===== src/rtl/sram32_be_stream_ctrl.sv =====
// Valid/ready front-end for a 32-bit byte-enable banked SRAM: same-bank arbitration, read credit, response FIFO.
// Read data reaches rsp_* two cycles after the request handshake; reads stall when the response FIFO has no credit.

module sram32_rsp_fifo #(
  parameter int W     = 32,
  parameter int DEPTH = 2,
  parameter int CW    = $clog2(DEPTH + 1)
) (
  input  logic          CLK,
  input  logic          rstn,
  input  logic          push_vld,
  input  logic [W-1:0]  push_dat,
  input  logic          pop_rdy,
  output logic          pop_vld,
  output logic [W-1:0]  pop_dat,
  output logic [CW-1:0] count
);
  localparam int PW = (DEPTH > 1) ? $clog2(DEPTH) : 1;
  localparam logic [PW-1:0] LAST = PW'(DEPTH - 1);

  logic [W-1:0]  mem [DEPTH];
  logic [PW-1:0] wr_ptr;
  logic [PW-1:0] rd_ptr;
  logic          pop;

  assign pop_vld = (count != '0);
  assign pop     = pop_vld & pop_rdy;
  assign pop_dat = mem[rd_ptr];

  always_ff @(posedge CLK or negedge rstn) begin
    if (!rstn) begin
      wr_ptr <= '0;
      rd_ptr <= '0;
      count  <= '0;
    end else begin
      if (push_vld) wr_ptr <= (wr_ptr == LAST) ? '0 : wr_ptr + PW'(1);
      if (pop)      rd_ptr <= (rd_ptr == LAST) ? '0 : rd_ptr + PW'(1);
      count <= count + CW'(push_vld) - CW'(pop);
    end
  end

  always_ff @(posedge CLK) begin
    if (push_vld) mem[wr_ptr] <= push_dat;
  end
endmodule

module sram32_be_stream_ctrl #(
  parameter int ABITS    = 17,
  parameter int BANK_LSB = 13,
  parameter int DEPTH    = 2
) (
  input  logic             CLK,
  input  logic             rstn,
  input  logic             wr_valid,
  output logic             wr_ready,
  input  logic [ABITS-1:0] wr_addr,
  input  logic [31:0]      wr_data,
  input  logic [3:0]       wr_be,
  input  logic             rd_valid,
  output logic             rd_ready,
  input  logic [ABITS-1:0] rd_addr,
  output logic             rsp_valid,
  input  logic             rsp_ready,
  output logic [31:0]      rsp_data,
  output logic             CE0,
  output logic [ABITS-1:0] A0,
  output logic [31:0]      D0,
  output logic             WE0,
  output logic [31:0]      WEM0,
  output logic             CE1,
  output logic [ABITS-1:0] A1,
  input  logic [31:0]      Q1
);
  localparam int CW = $clog2(DEPTH + 1);
  localparam logic [CW:0] DEPTH_W = (CW + 1)'(DEPTH);

  logic          prio;
  logic          inflight;
  logic [CW-1:0] count;
  logic [CW:0]   occ;
  logic          pop;
  logic          rd_space;
  logic          conflict;
  logic          wr_fire;
  logic          rd_fire;
  logic [31:0]   wmask;

  // Q1 is captured unconditionally one cycle after a read issue; credit guarantees room.
  sram32_rsp_fifo #(.W(32), .DEPTH(DEPTH), .CW(CW)) u_rsp_fifo (
    .CLK      (CLK),
    .rstn     (rstn),
    .push_vld (inflight),
    .push_dat (Q1),
    .pop_rdy  (rsp_ready),
    .pop_vld  (rsp_valid),
    .pop_dat  (rsp_data),
    .count    (count)
  );

  always_comb begin
    occ      = {1'b0, count} + {{CW{1'b0}}, inflight};
    pop      = rsp_valid & rsp_ready;
    // A pop this cycle frees the slot the new read will need two cycles later.
    rd_space = (occ < DEPTH_W) | (pop & (occ == DEPTH_W));
    conflict = wr_valid & rd_valid & rd_space &
               (wr_addr[ABITS-1:BANK_LSB] == rd_addr[ABITS-1:BANK_LSB]);
    wr_ready = rstn & (~conflict | prio);
    rd_ready = rstn & rd_space & (~conflict | ~prio);
    wr_fire  = wr_valid & wr_ready;
    rd_fire  = rd_valid & rd_ready;
    for (int i = 0; i < 4; i++) wmask[8*i +: 8] = {8{wr_be[i]}};
  end

  assign CE0  = wr_fire;
  assign WE0  = wr_fire;
  assign WEM0 = wr_fire ? wmask : '0;
  assign A0   = rstn ? wr_addr : '0;
  assign D0   = rstn ? wr_data : '0;
  assign CE1  = rd_fire;
  assign A1   = rstn ? rd_addr : '0;

  always_ff @(posedge CLK or negedge rstn) begin
    if (!rstn) begin
      prio     <= 1'b0;
      inflight <= 1'b0;
    end else begin
      prio     <= prio ^ conflict;
      inflight <= rd_fire;
    end
  end
endmodule


===== config.mk =====
export PLATFORM = sky130hd
export DESIGN_NAME = sram32_be_stream_ctrl
export DESIGN_NICKNAME = d
export VERILOG_FILES = /design/src/rtl/sram32_be_stream_ctrl.sv
export SDC_FILE = /design/constraint.sdc
export NUM_CORES = 1
export LEC_CHECK = 0
export ABC_AREA = 1
export CAP_MARGIN = 0
export CORE_MARGIN = 3
export CORE_UTILIZATION = 35
export CTS_CLUSTER_DIAMETER = 40
export DETAILED_ROUTE_END_ITERATION = 8
export GPL_ROUTABILITY_DRIVEN = 0
export PLACE_DENSITY = 0.79
export SETUP_SLACK_MARGIN = 0.02
export SYNTH_ARGS = -nofsm -noshare
export SYNTH_HDL_FRONTEND = slang
export SYNTH_SLANG_ARGS = --single-unit

===== constraint.sdc =====
create_clock -name CLK -period 4.75 [get_ports CLK]
set_clock_uncertainty 0.15 [all_clocks]
set_input_delay 0.95 -clock CLK [delete_from_list [all_inputs] [get_ports CLK]]
set_output_delay 0.95 -clock CLK [all_outputs]
set_load 0.1 [all_outputs]

==> run summary, run 1 <==
Outcome: finished, final reports clean
Die H: 107 um
CTS Sinks: 70
Cts repair resizes: 0
Peak supply drop: 413 uV
Die ar.: 0.0115 mm2
Commonest non-fill, non-tap cell in the layout: nand2_1
Critical-path top delay cell: nor2_4
CTS Buffer Depth: 2
Min-Delay Endpoint: u_rsp_fifo.wr_ptr
DR DRC count: 0
Most Crowded Layer GR: met2
Fin crit share: 0.892
Hold bufs inserted after CTS: 0
First-pass GRT wire length: 16,200 um
Final Hold Fails: 0
Nature of the critical path endpoint: output port
Commonest cells after routing, fill and taps aside: nand2_1, clkdlybuf4s50_1, inv_1
CP Launch Type: input pin
Final TNS setup: 0 ns
Library cells used by synthesis: 14
Syn Area/Cell: 8.74 um2
Crit path buf inv count: 3
Top Family by Delay on Critical Path: simple AND/OR/NAND/NOR gates
Met3 usage in global routing: 0.0668
Critical path data arrival time: 3.14 ns
Wire per inst: 13.9 um
Initial Util: 0.363
Via density: 4.13
Max Clk Rate: 236 MHz
Post-synthesis sequential area ratio: 0.578
Final Critical Period: 4.24 ns
Global-route met1 utilization: 0.199
Vias: 3,142
Core area: 0.00986 mm2
Antenna Nets Post-Route: 0
Power Density: 550 mW/mm2
Clk_lat worst skew: 0.33 ns
PortBufs: 242
GRT Overall Usage: 0.182
Num rows: 36
DR iter-0 viols: 162
Final setup violation count: 0
WP data required: 3.65 ns
R2R cell count: 13
Reg2reg end: inflight
Pin count of the biggest net entering global routing: 73
Hold path start: u_rsp_fifo.wr_ptr
Share of cells above drive strength 1: 0.212
Worst path cell trace: clkdlybuf4s50_1, inv_1, o21ai_0, nor2_1, nand2_1, nor2_1, ha_1, nor2_4, nand2_1, nor2_4, buf_12
Setup repair after global routing missed its margin: no
Initial antenna violation count: 0
Slew @ Worst Pin: 1.00 ns
Synthesized cell area: 0.00358 mm2
Syn_nets: 524
Drt first pass iters: 7
Yosys warnings: 0
CTS tree: done
Die width: 107 um
# IOs: 243
Worst Hold Path Cells: 1
Post-CTS setup buffer count: 0
Tightest Hold Check Type: register to register
Max-Cap Viols: 0
Ant diodes: 0
Crit path max fanout: 8
Met2 Usage GRT: 0.324
Crit path kind: input pin to output port
P_leak: 3.18 nW
Nets: 737
Reg-to-reg slack, setup: 2.75 ns
Cells after synthesis: 410
Vias in the first global route: 3,345
Yosys reg bits: 70
CTS root buffer: clkbuf_8
Area grow syn2layout: 76.2%
Pins Over Slew Limit: 0
Global route overflow: 0
Num CTS Buffers: 9
HPWL after detailed placement: 8330 um
Crit-path max cell delay: 0.52 ns
Aggregate routed wire length: 10,500 um
Slew headroom: 0.331
Clock-pin slew on the worst setup and hold paths: 0.07 ns
Worst r2r src: inflight
WHS: 0.399 ns
Htree depth: 3
worst max path at each step:
stage,startpoint,end,cells after the start
after global placement,wr_addr[14],WEM0[19],11
after global routing,wr_addr[14],WEM0[17],11
after detailed placement,wr_addr[14],WEM0[17],11
after floorplan,wr_addr[14],WE0,10
after CTS,wr_addr[14],WEM0[17],11
final,wr_addr[14],WEM0[17],11
cell usage after synthesis:
master / instances / share of area
ha_1: 7 / 0.024
inv_2: 1 / 0.0010
nand2_1: 175 / 0.18
xor2_1: 3 / 0.0073
edfxtp_1: 64 / 0.54
xnor2_1: 1 / 0.0024
nor2_1: 15 / 0.016
nor2_2: 2 / 0.0035
dfrtp_1: 6 / 0.042
o21ai_0: 1 / 0.0014
nand4_1: 1 / 0.0017
buf_4: 37 / 0.077
buf_2: 6 / 0.0084
inv_1: 91 / 0.095
metal layers:
metal  vias to the layer above  routed length (um)
li1                       1602                   -
met1                      1388                3980
met2                       137                5460
met3                        15                 923
met4                         0                 194
met5                         -                   0
worst reg2reg max path: stages, from the launching register on:
cell     delay (ns)
dfrtp_1        0.44
ha_1           0.20
inv_1          0.05
ha_1           0.26
nand2_1        0.05
nor2_1         0.08
nand2_1        0.05
nand2_1        0.07
nand2_1        0.05
nor2_1         0.13
ha_1           0.16
nor2_1         0.04
nand2_1        0.10
nor2_1         0.07
flip-flops by register name, indices dropped and copies added, names as in the netlist:
name               cells
u_rsp_fifo.mem        64
u_rsp_fifo.count       2
inflight               1
prio                   1
u_rsp_fifo.rd_ptr      1
u_rsp_fifo.wr_ptr      1
metrics by stage:
| step | setup slack (ns) | instance area (um2) | total power (W) | instances | util |
|---|---|---|---|---|---|
| after floorplan | 0.144 | 3620 | 0.00245 | 410 | - |
| after global placement | 0.521 | 6090 | 0.00295 | 745 | 0.617 |
| after detailed placement | 0.475 | 6090 | 0.00297 | 745 | 0.617 |
| after CTS | 0.467 | 6310 | 0.00351 | 761 | 0.640 |
| after global routing | 0.319 | 6310 | 0.00362 | 761 | 0.640 |
| final | 0.512 | 6310 | 0.00348 | 761 | 0.640 |
final cells by class:
class / count / area, um2
multi-input cells: 205 / 902
inverters: 92 / 345
clock buffers: 9 / 124
repair buffers: 245 / 2600
clock inverters: 7 / 103
well taps: 133 / 166
flip-flops and latches: 70 / 2070
fillers: 768 / 3550
logic make-up after synthesis:
family                     after synthesis  synth area share
and+or+nand+nor                        193             0.204
DFF                                     70             0.578
AOI/OAI and AO/OA                        1           0.00139
buffers and inverters                  135             0.182
xor gates and xnor gates                 4           0.00977
adders and majority gates                7            0.0244
report_power, final:
group	switching [W]	leakage [nW]	internal (W)
Clock	0.000231	0.111	0.000302
Combinational	0.00167	2.42	0.000474
Sequential	0.0000340	0.652	0.000767
(Power assumes the default switching activity.)
==> run 2, diff against run 1 <==
CORE_UTILIZATION = 39   (was 35)
PLACE_DENSITY = 0.87   (was 0.79)
==> run 2 against run 1 <==
Effect of this change:
- first-iteration DRC count is 43% lower
- power decreased by 1.8%
- via count is 2.1% higher
- sequential share of layout area is 0.64 points higher
- non-clock buffer count unchanged
- sequential power barely moved
- global-route usage increased by 3.6 points
- final cell count shrank 3.3%
- largest cell class unchanged
==> run summary, run 2 (same netlist as run 1, synthesis figures left out) <==
Power Density: 551 mW/mm2
Fin crit share: 0.900
Multi-input logic area: 902 um2
Die width: 102 um
Largest register FFs: 64
Initial Util: 0.407
CP Launch Type: input pin
Final Critical Period: 4.27 ns
Outcome: finished, final reports clean
Drt first pass iters: 4
Layout Cells excl Fill: 736
Post-placement cell count: 720
First-pass GRT wire length: 17,100 um
Nature of the critical path endpoint: output port
Aggregate routed wire length: 11,500 um
Num CTS Buffers: 9
GRT Overall Usage: 0.218
Final Hold Fails: 0
Ant diodes: 0
Clock-pin slew on the worst setup and hold paths: 0.07 ns
Slew headroom: 0.339
Cts repair resizes: 0
CTS Buffer Depth: 2
Vias in the first global route: 3,304
CTS root buffer: clkbuf_8
Setup repair after global routing missed its margin: no
DR DRC count: 0
Crit path kind: input pin to output port
WP data required: 3.65 ns
Pin count of the biggest net entering global routing: 73
CTS Sinks: 70
Crit path max fanout: 8
Pins Over Slew Limit: 0
Peak supply drop: 300 uV
Via density: 4.36
Hold bufs inserted after CTS: 0
Num rows: 34
Commonest non-fill, non-tap cell in the layout: nand2_1
CTS tree: done
Slew @ Worst Pin: 0.988 ns
Commonest cells after routing, fill and taps aside: nand2_1, clkdlybuf4s50_1, buf_4
Filler Cell Count: 630
Htree depth: 3
Critical path data arrival time: 3.17 ns
# IOs: 243
DR iter-0 viols: 92
Global route overflow: 0
Post-CTS setup buffer count: 0
Initial antenna violation count: 0
Vias: 3,209
Die ar.: 0.0104 mm2
Register area: 0.00207 mm2
WHS: 0.396 ns
Largest regs: u_rsp_fifo.mem x64, u_rsp_fifo.count x2
Max-Cap Viols: 0
Largest reg by FF count: u_rsp_fifo.mem
Placed Area: 0.00598 mm2
P_leak: 3.21 nW
Nets: 737
Final setup violation count: 0
Tightest Hold Check Type: register to register
Final TNS setup: 0 ns
Clk_lat worst skew: 0.32 ns
PortBufs: 242
HPWL after detailed placement: 9300 um
Share of cells above drive strength 1: 0.256
Final instance area: 0.00619 mm2
Die H: 102 um
Area grow syn2layout: 72.8%
Max Clk Rate: 234 MHz
Antenna Nets Post-Route: 0
Core area: 0.00881 mm2
Wire per inst: 15.7 um
-- run 2: changes by cell type in the layout (fill, tap and decap cells not counted) --
| cell | delta |
|---|---|
| clkdlybuf4s50_1 | -30 |
| clkbuf_1 | +1 |
| clkinv_1 | +1 |
| clkinv_2 | +1 |
| inv_6 | -2 |
| clkinv_4 | -1 |
| buf_4 | +30 |
-- run 2: area by class of cell --
cell class                      instances  area share
Sequential cell                        70       0.334
Clock inverter                          6      0.0137
Multi-Input combinational cell        205       0.146
Timing Repair Buffer                  245       0.408
Tap cell                              108      0.0218
Inverter                               92      0.0557
Clock buffer                           10      0.0206
-- run 2: worst max-delay path: stages --
cell and delay (ns):
clkdlybuf4s50_1 0.52, nor2_1 0.05, nor2_1 0.11, nor2_1 0.06, nand2_1 0.07, nor2_1 0.06
ha_1 0.21, nor2_4 0.12, nand2_1 0.25, nor2_4 0.53, buf_12 0.25
-- run 2: layer usage --
layer	vias to the layer above	GRT usage	part of all wire
met3	26	0.0881	0.094
met4	0	0.0817	0.034
li1	1603	-	-
met5	-	0	0
met2	141	0.399	0.54
met1	1439	0.221	0.33
-- run 2: worst paths after layout --
kind | start | slack, ns | to | cells past startpoint
min in group asynchronous | rstn | 0.62 | u_rsp_fifo.wr_ptr | 2
hold reg to reg | inflight | 0.40 | u_rsp_fifo.wr_ptr | 1
max in group asynchronous | rstn | 3.41 | u_rsp_fifo.rd_ptr | 2
setup reg to reg | inflight | 2.72 | inflight | 13
setup / recovery | wr_addr[15] | 0.48 | WEM0[7] | 11
hold / removal | inflight | 0.40 | u_rsp_fifo.wr_ptr | 1
-- run 2: per-stage QoR --
stage | worst slack [ns] | power, W | utilization
detailed placement | 0.488 | 0.00294 | 0.679
floorplan | 0.144 | 0.00245 | -
global route | 0.317 | 0.00355 | 0.703
CTS | 0.480 | 0.00344 | 0.703
global placement | 0.544 | 0.00291 | 0.679
finish | 0.477 | 0.00341 | 0.703
-- run 2: power by group --
| group | switching (W) | leakage, nW | internal (W) |
|---|---|---|---|
| Clock | 0.000211 | 0.104 | 0.000295 |
| Sequential | 0.0000352 | 0.652 | 0.000767 |
| Combinational | 0.00167 | 2.45 | 0.000436 |
